File: config.mk
export PLATFORM = sky130hd
export DESIGN_NAME = dac_spi_rx_flat
export DESIGN_NICKNAME = d
export VERILOG_FILES = /design/src/rtl/dac_spi_rx_if.sv /design/src/rtl/dac_spi_rx.sv /design/src/flat_wrapper.sv
export SDC_FILE = /design/constraint.sdc
export NUM_CORES = 1
export LEC_CHECK = 0
export ABC_AREA = 1
export CORE_UTILIZATION = 30
export DETAILED_ROUTE_END_ITERATION = 7
export PLACE_DENSITY = 0.52
export SYNTH_ARGS = -nofsm -noshare
export SYNTH_HDL_FRONTEND = slang
export SYNTH_SLANG_ARGS = --single-unit
File: constraint.sdc
create_clock -name clk_i -period 2.9 [get_ports clk_i]
set_input_delay 0.58 -clock clk_i [delete_from_list [all_inputs] [get_ports clk_i]]
set_output_delay 0.58 -clock clk_i [all_outputs]
set_load 0.01 [all_outputs]
File: src/rtl/dac_spi_rx_if.sv
// Bundle of serial-link pins and shadow-register outputs for dac_spi_rx.
// The slave modport is the receiver; the master modport drives the link and reads the outputs.
interface dac_spi_rx_if #(
  parameter int DATA_WIDTH = 24,
  parameter int CODE_WIDTH = 16
);
  logic                  sync_i;
  logic                  sclk_i;
  logic                  sdi_i;
  logic [DATA_WIDTH-1:0] data_o;
  logic [CODE_WIDTH-1:0] code_o;
  logic [1:0]            pd_o;
  logic                  valid_o;
  logic                  frame_err_o;
  logic                  busy_o;
  logic [7:0]            frame_cnt_o;

  modport slave (
    input  sync_i, sclk_i, sdi_i,
    output data_o, code_o, pd_o, valid_o, frame_err_o, busy_o, frame_cnt_o
  );

  modport master (
    output sync_i, sclk_i, sdi_i,
    input  data_o, code_o, pd_o, valid_o, frame_err_o, busy_o, frame_cnt_o
  );
endinterface

File: src/rtl/dac_spi_rx.sv
// SYNC-framed serial receiver: oversamples SYNC/SCLK/SDI in the clk_i domain and
// keeps a DAC-style shadow register of the last complete frame.
module dac_spi_rx #(
  parameter int DATA_WIDTH  = 24,
  parameter int CODE_WIDTH  = 16,
  parameter int SYNC_STAGES = 2
) (
  input  logic         clk_i,
  input  logic         arst_i,
  dac_spi_rx_if.slave  bus
);
  localparam int CNT_W = $clog2(DATA_WIDTH + 1);
  localparam logic [CNT_W-1:0] LAST_BIT = CNT_W'(DATA_WIDTH - 1);

  typedef enum logic [1:0] {WAIT_HIGH, IDLE, SHIFT, DONE} state_t;

  logic [SYNC_STAGES-1:0] sync_sr_q, sclk_sr_q, sdi_sr_q;
  logic                   sync_prev_q, sclk_prev_q;
  logic                   sclk_fall_q, sync_fall_q, sync_rise_q, sdi_q;
  logic                   sync_s, sclk_s, sdi_s;

  state_t                 state_q, state_d;
  logic [CNT_W-1:0]       cnt_q, cnt_d;
  logic [DATA_WIDTH-1:0]  shift_q, shift_d;
  logic [DATA_WIDTH-1:0]  data_q, data_d;
  logic [7:0]             frame_cnt_q, frame_cnt_d;
  logic                   valid_q, valid_d;
  logic                   err_q, err_d;

  assign sync_s = sync_sr_q[SYNC_STAGES-1];
  assign sclk_s = sclk_sr_q[SYNC_STAGES-1];
  assign sdi_s  = sdi_sr_q[SYNC_STAGES-1];

  // SYNC resets low so a frame already running at reset release is never mistaken for idle.
  always_ff @(posedge clk_i or posedge arst_i) begin
    if (arst_i) begin
      sync_sr_q   <= '0;
      sclk_sr_q   <= '1;
      sdi_sr_q    <= '0;
      sync_prev_q <= 1'b0;
      sclk_prev_q <= 1'b1;
      sclk_fall_q <= 1'b0;
      sync_fall_q <= 1'b0;
      sync_rise_q <= 1'b0;
      sdi_q       <= 1'b0;
    end else begin
      sync_sr_q   <= {sync_sr_q[SYNC_STAGES-2:0], bus.sync_i};
      sclk_sr_q   <= {sclk_sr_q[SYNC_STAGES-2:0], bus.sclk_i};
      sdi_sr_q    <= {sdi_sr_q[SYNC_STAGES-2:0], bus.sdi_i};
      sync_prev_q <= sync_s;
      sclk_prev_q <= sclk_s;
      sclk_fall_q <= sclk_prev_q & ~sclk_s;
      sync_fall_q <= sync_prev_q & ~sync_s;
      sync_rise_q <= ~sync_prev_q & sync_s;
      sdi_q       <= sdi_s;
    end
  end

  always_ff @(posedge clk_i or posedge arst_i) begin
    if (arst_i) begin
      state_q     <= WAIT_HIGH;
      cnt_q       <= '0;
      shift_q     <= '0;
      data_q      <= '0;
      frame_cnt_q <= '0;
      valid_q     <= 1'b0;
      err_q       <= 1'b0;
    end else begin
      state_q     <= state_d;
      cnt_q       <= cnt_d;
      shift_q     <= shift_d;
      data_q      <= data_d;
      frame_cnt_q <= frame_cnt_d;
      valid_q     <= valid_d;
      err_q       <= err_d;
    end
  end

  always_comb begin
    state_d     = state_q;
    cnt_d       = cnt_q;
    shift_d     = shift_q;
    data_d      = data_q;
    frame_cnt_d = frame_cnt_q;
    valid_d     = 1'b0;
    err_d       = 1'b0;
    unique case (state_q)
      WAIT_HIGH: if (sync_s) state_d = IDLE;
      IDLE: begin
        if (sync_fall_q) begin
          state_d = SHIFT;
          cnt_d   = '0;
          shift_d = '0;
        end
      end
      SHIFT: begin
        // The SCLK edge wins over a coincident SYNC rise, so a last-bit/SYNC-rise tie is a good frame.
        if (sclk_fall_q) begin
          shift_d = {shift_q[DATA_WIDTH-2:0], sdi_q};
          cnt_d   = cnt_q + 1'b1;
          if (cnt_q == LAST_BIT) begin
            data_d      = {shift_q[DATA_WIDTH-2:0], sdi_q};
            frame_cnt_d = frame_cnt_q + 8'd1;
            valid_d     = 1'b1;
            state_d     = sync_rise_q ? IDLE : DONE;
          end else if (sync_rise_q) begin
            state_d = IDLE;
            err_d   = 1'b1;
          end
        end else if (sync_rise_q) begin
          state_d = IDLE;
          err_d   = 1'b1;
        end
      end
      DONE: if (sync_rise_q) state_d = IDLE;
      default: state_d = WAIT_HIGH;
    endcase
  end

  assign bus.data_o      = data_q;
  assign bus.code_o      = data_q[CODE_WIDTH-1:0];
  assign bus.pd_o        = data_q[CODE_WIDTH+1:CODE_WIDTH];
  assign bus.valid_o     = valid_q;
  assign bus.frame_err_o = err_q;
  assign bus.busy_o      = (state_q == SHIFT);
  assign bus.frame_cnt_o = frame_cnt_q;
endmodule

File: src/flat_wrapper.sv
// flat-port wrapper written by rule: the top's interface ports become plain ports
module dac_spi_rx_flat 
#(
  parameter int DATA_WIDTH  = 24,
  parameter int CODE_WIDTH  = 16,
  parameter int SYNC_STAGES = 2
)
  (clk_i, arst_i, bus_sync_i, bus_sclk_i, bus_sdi_i, bus_data_o, bus_code_o, bus_pd_o, bus_valid_o, bus_frame_err_o, bus_busy_o, bus_frame_cnt_o);
  dac_spi_rx_if #(.DATA_WIDTH(DATA_WIDTH), .CODE_WIDTH(CODE_WIDTH)) bus_i ();
  input  logic clk_i;
  input  logic arst_i;
  input wire logic [$bits(bus_i.sync_i)-1:0] bus_sync_i;
  input wire logic [$bits(bus_i.sclk_i)-1:0] bus_sclk_i;
  input wire logic [$bits(bus_i.sdi_i)-1:0] bus_sdi_i;
  output wire logic [$bits(bus_i.data_o)-1:0] bus_data_o;
  output wire logic [$bits(bus_i.code_o)-1:0] bus_code_o;
  output wire logic [$bits(bus_i.pd_o)-1:0] bus_pd_o;
  output wire logic [$bits(bus_i.valid_o)-1:0] bus_valid_o;
  output wire logic [$bits(bus_i.frame_err_o)-1:0] bus_frame_err_o;
  output wire logic [$bits(bus_i.busy_o)-1:0] bus_busy_o;
  output wire logic [$bits(bus_i.frame_cnt_o)-1:0] bus_frame_cnt_o;
  assign bus_i.sync_i = bus_sync_i;
  assign bus_i.sclk_i = bus_sclk_i;
  assign bus_i.sdi_i = bus_sdi_i;
  assign bus_data_o = bus_i.data_o;
  assign bus_code_o = bus_i.code_o;
  assign bus_pd_o = bus_i.pd_o;
  assign bus_valid_o = bus_i.valid_o;
  assign bus_frame_err_o = bus_i.frame_err_o;
  assign bus_busy_o = bus_i.busy_o;
  assign bus_frame_cnt_o = bus_i.frame_cnt_o;
  dac_spi_rx #(.DATA_WIDTH(DATA_WIDTH), .CODE_WIDTH(CODE_WIDTH), .SYNC_STAGES(SYNC_STAGES)) u_core (.clk_i(clk_i), .arst_i(arst_i), .bus(bus_i));
endmodule
==> flow_summary.yaml <==
run_status:
  status: "complete, no violations"
clock_network:
  cts_resized: 0
  htree_levels: 3
  clk_path_buf_depth: 2
  post_cts_buffers: 0
  cts_tree: "built"
  worst_skew_pair.late_latency_ns: 0.35
  clock-sinks: 76
  cts_buffers: 9
  clockRootBuffer: "clkbuf_8"
  cts_hold_buf: 0
  clk_pin_slew_ns: 0.08
layout:
  drive_gt1_frac: 0.0784
  diodes: 0
  final_cell_mix: "133 x nand2_1, 73 x dfrtp_1, 57 x clkdlybuf4s50_1, 36 x nand3_1, 25 x inv_1"
  area_growth_pct: 23.7
  final_common_cell: "nand2_1"
  fin_nets: 415
grt:
  grt_pass1_vias: 2412
  grt_max_degree: 47
  gr-usage-all-layers: 0.126
  overflow: 0
  antenna_found_initial: 0
  grt_pass1_wl_um: 11200
job:
  drv_cap: 0
sta:
  setup_tns_ns: 0
  finalSetupViolations: 0
  finalWorstPathRequiredPeriod_ns: 2.41
  max_slew_margin: 0.621
  fmax_mhz: 415
  worstMarginPinSlew_ns: 0.568
  rsz0062_at_grt: "no"
  finalClockSkew_ns: 0.0116
  finalMaxSlewViolations: 0
  hold_viol: 0
  min_period_over_period: 0.831
floorplan:
  dieArea_sq_mm: 0.0113
  die_h_um: 106
  std_cell_rows: 37
  start_util: 0.314
  io_pins: 58
  die-width_um: 106
  coreArea_sq_mm: 0.0104
power_and_ir_drop:
  powerDensity_mw_per_mm2: 624
  cellLeakagePower_uw: 0.00194
  vdd_drop_max_mv: 0.274
  p_total_uw: 2520
routing:
  drt_wl_total_um: 6420
  via_per_inst: 4.38
  wl_per_cell_um: 11.8
  postRouteAntennaNets: 0
  dr_total_vias: 2382
  drt_first_pass_iters: 4
  drc: 0
  initialDrtViolationCount: 92
synthesis:
  ys_ff_latch: 76
  ys_seq_area_frac: 0.584
  yosysWarningCount: 0
  ys_types: 22
  synth_nets: 376
  synthesis.area_sq_mm: 0.00327
  avgSynthCellArea_sq_um: 8.97
  synthCells: 364
setup_path:
  critPathArrivalTime_ns: 1.83
  cp.required_ns: 2.32
  cp_max_fo: 7
  cp-start-kind: "register"
  crit_type: "register to primary output"
  cp-end-kind: "primary output"
place:
  port_buffers: 57
  hpwl_um: 4190
  gp_congestion: 0.779
min_path:
  hold_path.class: "register to register"
==> worst max-delay path, stage by stage (launching register included) <==
cell             delay (ns)
dfrtp_1                0.43
inv_1                  0.12
ha_1                   0.32
clkdlybuf4s50_1        0.62
==> Yosys cell counts <==
cell	instances	area, sq um
o21ai_0	13	65.1
buf_4	18	135
nand4_1	2	12.5
nor2_2	2	12.5
buf_2	12	60.1
nand3_2	1	10.0
dfrtp_1	73	1830
dfstp_2	3	78.8
nor2_4	1	11.3
o21ai_1	11	55.1
ha_1	7	87.6
inv_2	3	11.3
nor2_1	15	56.3
nand3_1	36	180
nand2_1	133	499
buf_6	2	22.5
xor2_1	1	8.76
xnor2_1	2	17.5
nand2_2	1	6.26
nand3b_1	1	7.51
buf_1	1	3.75
inv_1	26	97.6
==> kinds of logic after synthesis <==
group,after synthesis,share of synthesized area
adders and majority gates,7,0.0268
AOI/OAI and AO/OA,24,0.0368
DFF,76,0.584
buffers and inverters,62,0.101
and+or+nand+nor,192,0.244
xor gates and xnor gates,3,0.00805
==> through the flow <==
stage	setup WS (ns)	area [sq um]	hold WS (ns)	std cells	utilization
after floorplan	0.387	3270	0.331	364	-
after global placement	0.835	3830	0.336	528	0.368
after detailed placement	0.794	3830	0.337	528	0.368
after CTS	0.473	4040	0.360	544	0.388
after global routing	0.388	4040	0.366	544	0.388
final	0.491	4040	0.356	544	0.388
==> layout make-up <==
type | count | area (sq um)
Fill cell | 1030 | 6380
Sequential cell | 76 | 1910
Multi-Input combinational cell | 226 | 1030
Timing Repair Buffer | 61 | 613
Tap cell | 136 | 170
Clock buffer | 11 | 151
Inverter | 29 | 110
Clock inverter | 5 | 58.8
==> report_power, final <==
part	switching (uW)	leakage [uW]	internal (uW)
logic	407	0.000808	134
clock network	392	0.000102	446
registers	37.6	0.00103	1100
total	837	0.00194	1680
==> registers in the layout, indices dropped and copies added, names as in the netlist <==
signal                  count
u_core.cnt_q                5
u_core.bus.valid_o          1
u_core.sync_rise_q          1
u_core.sclk_fall_q          1
u_core.sdi_sr_q             2
u_core.sync_fall_q          1
u_core.sync_sr_q            2
u_core.sdi_q                1
u_core.state_q              2
u_core.sync_prev_q          1
u_core.bus.frame_err_o      1
u_core.shift_q             23
u_core.bus.data_o          24
u_core.bus.frame_cnt_o      8
u_core.sclk_prev_q          1
u_core.sclk_sr_q            2
==> metal layers <==
layer  wire [um]  global-route usage  up-vias  part of all wire
li1            -                   -     1195                 -
met1        2890               0.155     1133              0.45
met2        3100               0.207       48              0.48
met3         347              0.0411        6             0.054
met4          70              0.0417        0             0.011
met5           0                   0        -                 0
==> worst paths after layout <==
path	start	endpoint	slack [ns]	depth (start not counted)
hold reg to reg	u_core.sync_sr_q[0]	u_core.sync_sr_q[1]	0.36	0
setup / recovery	u_core.state_q[0]	bus_busy_o	0.49	3
hold / removal	u_core.sync_sr_q[0]	u_core.sync_sr_q[1]	0.36	0
min in group asynchronous	arst_i	u_core.bus.data_o[14]	0.59	2
setup reg to reg	u_core.state_q[0]	u_core.bus.frame_cnt_o[5]	0.79	6
max in group asynchronous	arst_i	u_core.sclk_sr_q[0]	1.64	3
Note: power is estimated with default switching activity, not from simulation.
